### src/rtl/bp_nonsynth_commit_replay.sv
// bp_nonsynth_commit_replay
// Replays a stream of pre-recorded commit records as a core's commit and
// register-writeback interface. It presents each accepted record as a one-cycle
// commit pulse. The register writeback it carries appears some cycles later,
// taken from a delay line. Writebacks always leave in commit order.
//
// Ports
//   clk_i, reset_i      clock (rising edge) and asynchronous active-low reset
//   freeze_i            holds off record acceptance only
//   rec_v_i/rec_ready_o record handshake; a record is taken when both are high
//   rec_*_i             record contents: pc, instr, trap/cause, writeback
//                       flags/addr/data, idle gap and writeback delay
//   commit_*_o          registered commit pulse, one cycle after acceptance
//   iwb_*_o, fwb_*_o    integer / floating-point writeback pulses
//   instr_cnt_o         saturating count of retired instructions
//   idle_o              nothing pending: ready state, empty delay line, no commit
module bp_nonsynth_commit_replay #(
  parameter int vaddr_width_p = 39,
  parameter int max_delay_p   = 15
) (
  input  logic                     clk_i,
  input  logic                     reset_i,
  input  logic                     freeze_i,
  input  logic                     rec_v_i,
  output logic                     rec_ready_o,
  input  logic [vaddr_width_p-1:0] rec_pc_i,
  input  logic [31:0]              rec_instr_i,
  input  logic                     rec_trap_i,
  input  logic [63:0]              rec_cause_i,
  input  logic                     rec_irf_w_i,
  input  logic                     rec_frf_w_i,
  input  logic [4:0]               rec_rd_addr_i,
  input  logic [63:0]              rec_data_i,
  input  logic [3:0]               rec_gap_i,
  input  logic [3:0]               rec_delay_i,
  output logic                     commit_v_o,
  output logic [vaddr_width_p-1:0] commit_pc_o,
  output logic [31:0]              commit_instr_o,
  output logic                     commit_instret_o,
  output logic                     commit_exception_o,
  output logic [63:0]              commit_cause_o,
  output logic                     iwb_v_o,
  output logic [4:0]               iwb_addr_o,
  output logic [63:0]              iwb_data_o,
  output logic                     fwb_v_o,
  output logic [4:0]               fwb_addr_o,
  output logic [63:0]              fwb_data_o,
  output logic [31:0]              instr_cnt_o,
  output logic                     idle_o
);

  typedef enum logic {e_ready, e_gap} state_e;

  state_e      r_state, w_stateNext;
  logic [3:0]  r_gapCnt, w_gapCntNext;

  // Delay line: slot 0 is the writeback being presented this cycle, slot k
  // will be presented k cycles from now.
  logic [max_delay_p:0] r_slotV, w_slotVNext;
  logic [max_delay_p:0] r_slotFp, w_slotFpNext;
  logic [4:0]           r_slotAddr [0:max_delay_p];
  logic [4:0]           w_slotAddrNext [0:max_delay_p];
  logic [63:0]          r_slotData [0:max_delay_p];
  logic [63:0]          w_slotDataNext [0:max_delay_p];

  logic                     r_commitV;
  logic [vaddr_width_p-1:0] r_commitPc;
  logic [31:0]              r_commitInstr;
  logic                     r_commitTrap;
  logic [63:0]              r_commitCause;
  logic [31:0]              r_instrCnt;

  int   w_delay;
  int   w_newest;
  logic w_wbRec;
  logic w_orderStall;
  logic w_accept;

  // A new writeback lands in slot d on the accepting edge. Any pending entry
  // sitting above slot d now would come out at or after it, so stall.
  always_comb begin
    w_delay = int'(rec_delay_i);
    if (w_delay > max_delay_p) w_delay = max_delay_p;
    w_wbRec  = ~rec_trap_i & (rec_irf_w_i | rec_frf_w_i);
    w_newest = -1;
    for (int j = 0; j <= max_delay_p; j++) begin
      if (r_slotV[j]) w_newest = j;
    end
    w_orderStall = w_wbRec & (w_newest > w_delay);
  end

  assign rec_ready_o = reset_i & (r_state == e_ready) & ~freeze_i & ~w_orderStall;
  assign w_accept    = rec_v_i & rec_ready_o;

  always_comb begin
    w_stateNext  = r_state;
    w_gapCntNext = r_gapCnt;
    case (r_state)
      e_ready: begin
        if (w_accept && (rec_gap_i != 4'd0)) begin
          w_stateNext  = e_gap;
          w_gapCntNext = rec_gap_i;
        end
      end
      e_gap: begin
        if (r_gapCnt <= 4'd1) begin
          w_stateNext  = e_ready;
          w_gapCntNext = 4'd0;
        end else begin
          w_gapCntNext = r_gapCnt - 4'd1;
        end
      end
      default: begin
        w_stateNext  = e_ready;
        w_gapCntNext = 4'd0;
      end
    endcase
  end

  always_comb begin
    for (int j = 0; j < max_delay_p; j++) begin
      w_slotVNext[j]    = r_slotV[j+1];
      w_slotFpNext[j]   = r_slotFp[j+1];
      w_slotAddrNext[j] = r_slotAddr[j+1];
      w_slotDataNext[j] = r_slotData[j+1];
    end
    w_slotVNext[max_delay_p]    = 1'b0;
    w_slotFpNext[max_delay_p]   = 1'b0;
    w_slotAddrNext[max_delay_p] = 5'd0;
    w_slotDataNext[max_delay_p] = 64'd0;
    if (w_accept && w_wbRec) begin
      for (int j = 0; j <= max_delay_p; j++) begin
        if (j == w_delay) begin
          w_slotVNext[j]    = 1'b1;
          // Integer file wins when both flags are set.
          w_slotFpNext[j]   = ~rec_irf_w_i;
          w_slotAddrNext[j] = rec_rd_addr_i;
          w_slotDataNext[j] = (rec_irf_w_i && (rec_rd_addr_i == 5'd0)) ? 64'd0 : rec_data_i;
        end
      end
    end
  end

  always_ff @(posedge clk_i or negedge reset_i) begin
    if (!reset_i) begin
      r_state       <= e_ready;
      r_gapCnt      <= 4'd0;
      r_slotV       <= '0;
      r_slotFp      <= '0;
      r_slotAddr    <= '{default: '0};
      r_slotData    <= '{default: '0};
      r_commitV     <= 1'b0;
      r_commitPc    <= '0;
      r_commitInstr <= '0;
      r_commitTrap  <= 1'b0;
      r_commitCause <= '0;
      r_instrCnt    <= '0;
    end else begin
      r_state    <= w_stateNext;
      r_gapCnt   <= w_gapCntNext;
      r_slotV    <= w_slotVNext;
      r_slotFp   <= w_slotFpNext;
      r_slotAddr <= w_slotAddrNext;
      r_slotData <= w_slotDataNext;
      r_commitV  <= w_accept;
      if (w_accept) begin
        r_commitPc    <= rec_pc_i;
        r_commitInstr <= rec_instr_i;
        r_commitTrap  <= rec_trap_i;
        r_commitCause <= rec_trap_i ? rec_cause_i : 64'd0;
        if (!rec_trap_i && (r_instrCnt != '1)) r_instrCnt <= r_instrCnt + 32'd1;
      end
    end
  end

  assign commit_v_o         = r_commitV;
  assign commit_pc_o        = r_commitPc;
  assign commit_instr_o     = r_commitInstr;
  assign commit_instret_o   = r_commitV & ~r_commitTrap;
  assign commit_exception_o = r_commitV & r_commitTrap;
  assign commit_cause_o     = r_commitCause;

  assign iwb_v_o    = r_slotV[0] & ~r_slotFp[0];
  assign iwb_addr_o = iwb_v_o ? r_slotAddr[0] : 5'd0;
  assign iwb_data_o = iwb_v_o ? r_slotData[0] : 64'd0;
  assign fwb_v_o    = r_slotV[0] & r_slotFp[0];
  assign fwb_addr_o = fwb_v_o ? r_slotAddr[0] : 5'd0;
  assign fwb_data_o = fwb_v_o ? r_slotData[0] : 64'd0;

  assign instr_cnt_o = r_instrCnt;
  assign idle_o      = (r_state == e_ready) & ~(|r_slotV) & ~r_commitV;

endmodule

### config.mk
export PLATFORM = sky130hd
export DESIGN_NAME = bp_nonsynth_commit_replay
export DESIGN_NICKNAME = d
export VERILOG_FILES = /design/src/rtl/bp_nonsynth_commit_replay.sv
export SDC_FILE = /design/constraint.sdc
export NUM_CORES = 2
export LEC_CHECK = 0
export ABC_CLOCK_PERIOD_IN_PS = 4400
export CAP_MARGIN = 10
export CORE_MARGIN = 4
export CORE_UTILIZATION = 50
export CTS_BUF_LIST = sky130_fd_sc_hd__clkbuf_8 sky130_fd_sc_hd__clkbuf_16
export DETAILED_ROUTE_END_ITERATION = 10
export PLACE_DENSITY = 0.72
export SYNTH_ARGS = -nofsm -noshare
export SYNTH_HDL_FRONTEND = slang
export SYNTH_SLANG_ARGS = --single-unit
### constraint.sdc
create_clock -name clk_i -period 4.4 [get_ports clk_i]
set_input_delay 0.88 -clock clk_i [delete_from_list [all_inputs] [get_ports clk_i]]
set_output_delay 0.88 -clock clk_i [all_outputs]
set_load 0.03 [all_outputs]
==> impl_metrics.csv <==
group,metric,value,unit
synthesis,ys.flop_type,"dfrtp_1",
synthesis,synth_area_leaders,"dfrtp_1 67%, nand2_1 9.9%, o21ai_0 8.8%",
finish,fill_cells,7632,
clock_tree,cts_hold_buf,0,
power_and_ir_drop,clkPwrFrac,39.7,%
timing,finalCritPeriodShare,93.6,%
grt,grt_max_degree,194,
timing,setup_violations,0,
floorplanning,start_util,50.5,%
drt,top_layer_used,"met5",
setup_path,cp-start-kind,"flop",
timing,rsz0062_at_grt,"no",
floorplanning,io_pins,531,
outcome,status,"finished, final reports clean",
drt,routed-via-count,33200,
synthesis,synth_area,0.0490,mm2
setup_path,worstPathArrival,3240,ps
drt,drt-total-wl,116000,um
floorplanning,dieWidth,321,um
drt,ant_nets,0,
setup_path,crit_path_end_kind,"output pin",
setup_path,reg2reg_to,"r_slotAddr[60]",
power_and_ir_drop,p_switching,7.50,mW
clock_tree,cts_resized,0,
finish,final_nets,5172,
timing,skew,21.9,ps
finish,synthToLayoutAreaGrowth,22.3,%
clock_tree,clk_latency,720,ps
clock_tree,cts_root_buffer,"clkbuf_16",
clock_tree,htreeDepth,4,
drt,drt_first_iter_violations,2387,
timing,layout_min_cycle_time,4120,ps
synthesis,yosysUniqueCellTypes,46,
power_and_ir_drop,combPwrFrac,14.1,%
place,routabilityCongestion,0.815,
place,port-buffer-count,530,
setup_path,slowest_stage,"clkdlybuf4s50_1",
timing,slew_headroom,24.7,%
floorplanning,coreArea,0.0969,mm2
finish,layout_commonest_cell,"dfrtp_1",
grt,grtUsageTotal,22.7,%
setup_path,critPathKind,"reg2out",
grt,antenna_found_initial,9,
timing,fmax,243,MHz
clock_tree,clk_pin_slew,60,ps
power_and_ir_drop,total_power,28.5,mW
power_and_ir_drop,p_per_area,475,mW/mm2
drt,wl_met3,6900,um
timing,worst_pin_slew,1130,ps
setup_path,r2r_start,"r_slotV[4]",
setup_path,r2r_cells,12,
floorplanning,die_height,321,um
floorplanning,die_area,0.103,mm2
grt,grt_pass1_wl,186000,um
timing,hold_viol_final,0,
drt,dr.pass1.iters,5,
drt,route.met2.wl,56000,um
run,maxCapViolCount,0,
power_and_ir_drop,switching_share,26.4,%
power_and_ir_drop,pwr-share-seq,46.2,%
synthesis,syn_nets,4800,
finish,drive_gt1_share,7.45,%
place,dp_hpwl,68400,um
synthesis,seq_area_frac_synth,67.0,%
setup_path,cpMostUsedCell,"buf_4",
setup_path,cp-startpoint,"r_slotV[0]",
timing,finalMaxSlewViolations,0,
setup_path,path_cells,"buf_4 > nor2b_4 > buf_4 > and2_1 > clkdlybuf4s50_1",
drt,met1_length,50200,um
power_and_ir_drop,leakage,29.1,nW
synthesis,async_flop_share,100,%
drt,drc,0,
finish,final_cell_mix,"1308 x dfrtp_1, 1285 x nand2_1, 864 x o21ai_0",
drt,vias_per_cell,5.25,
finish,final_area,0.0599,mm2
floorplanning,rows,114,
power_and_ir_drop,intPower,21.0,mW
synthesis,syn_inst,4574,
worst_hold_path,hold_path_class,"in2async",
place,place_inst,6088,
place,placed_area,0.0554,mm2
synthesis,synth-seq-cells,1310,
clock_tree,cts_tree,"built",
clock_tree,cts_buffers,132,
clock_tree,cts_setup_buffers,0,
setup_path,rrSetupSlack,810,ps
clock_tree,cts_buffer_depth,3,
drt,wl_per_cell,18.4,um
setup_path,slowest_delay,690,ps
grt,grt_overflow,0,
timing,fin_setup_tns,0,ps
finish,instances_no_fill,6326,
setup_path,critPathRequiredTime,3520,ps
synthesis,synth_edf_count,0,
synthesis,ys_warn_count,0,
synthesis,syn_area_per_cell,10.7,um2
grt,grt_pass1_vias,33300,
setup_path,worst-path-max-fanout,45,
power_and_ir_drop,irDropWorstVdd,0.243,mV
synthesis,synth_top_area_share,67.0,%
clock_tree,clock_sinks,1310,
synthesis,synth_top_cell_by_area,"dfrtp_1",
flip-flops by register name (all words and copies together), names as in the netlist:
register and count:
instr_cnt_o 32, r_state 1, commit_cause_o 64, commit_v_o 1, r_slotAddr 80, r_slotV 16, r_slotFp 16, r_slotData 1024
commit_instr_o 32, commit_pc_o 39, r_commitTrap 1, r_gapCnt 4
worst max-delay path, delay by kind of cell (launching register included):
family	cells	cell delay, ps
flops	1	420
buf+inv	3	1610
simple gates	2	450
power groups by stage:
stage	logic, mW	registers, mW	clock network [mW]
after floorplan	0.866	14.4	0
after global placement	3.98	13.3	0
after global routing	4.30	13.2	12.1
after detailed placement	4.04	13.4	0
final	4.00	13.2	11.3
after CTS	4.05	13.2	11.6
layer usage:
metal  GRT usage (%)  up-vias
li1                -    15700
met1            30.5    16600
met2            37.1      737
met3            5.09      199
met4            7.31        4
met5               0        -
synth_stat cells (2+ instances only):
master and number:
nor4_2 2, xnor2_1 19, dfrtp_1 1310, o31ai_1 3, and3_1 78, mux2i_1 2, a21oi_1 7, nor3_1 17
nor4_1 3, xor2_1 12, and4_1 5, a221oi_1 2, nand4_1 20, or2_2 3, mux2_1 126, buf_2 69
nand2_1 1285, buf_6 14, ha_1 7, nor2b_1 2, and2_1 141, nand2b_1 12, clkbuf_1 262, buf_1 24
inv_1 18, o21ai_0 864, o21bai_1 2, nand3_1 90, nor2_1 91, nor4_4 3, mux2_2 66
cell families after synthesis:
family	count (synthesis)	synth area share, %
compound gates	886	9.16
xor+xnor	31	0.555
fa+ha+maj	7	0.179
buf+inv	388	3.37
flops	1310	67.0
mux	194	4.46
simple gates	1758	15.3
how the worst max path moves through the flow:
stage | endpoint | slack [ps] | cells past startpoint
after global routing | iwb_addr_o[1] | 60 | 5
after detailed placement | r_slotAddr[62] | 410 | 9
after CTS | iwb_data_o[20] | 200 | 5
after floorplan | rec_ready_o | 1180 | 12
final | iwb_data_o[20] | 280 | 5
after global placement | r_slotData[919] | 350 | 10
through the flow:
stage	hold WS, ps	utilization (%)	setup WS, ps
after global routing	30.6	61.8	55.5
after global placement	426	57.2	354
after floorplan	426	-	1180
after CTS	17.2	61.8	202
final	45.7	61.8	282
after detailed placement	435	57.2	406
area by class of cell:
cell class	count	area (um2)	share of cell area, %
repair buffers	608	6330	10.6
diodes	6	15.0	0.0251
clock buffers	175	3960	6.62
well taps	1276	1600	2.67
flip-flops and latches	1310	32800	54.7
inverters	18	70.1	0.117
multi-input cells	2876	14600	24.4
clock inverters	57	508	0.848
(Power assumes the default switching activity.)
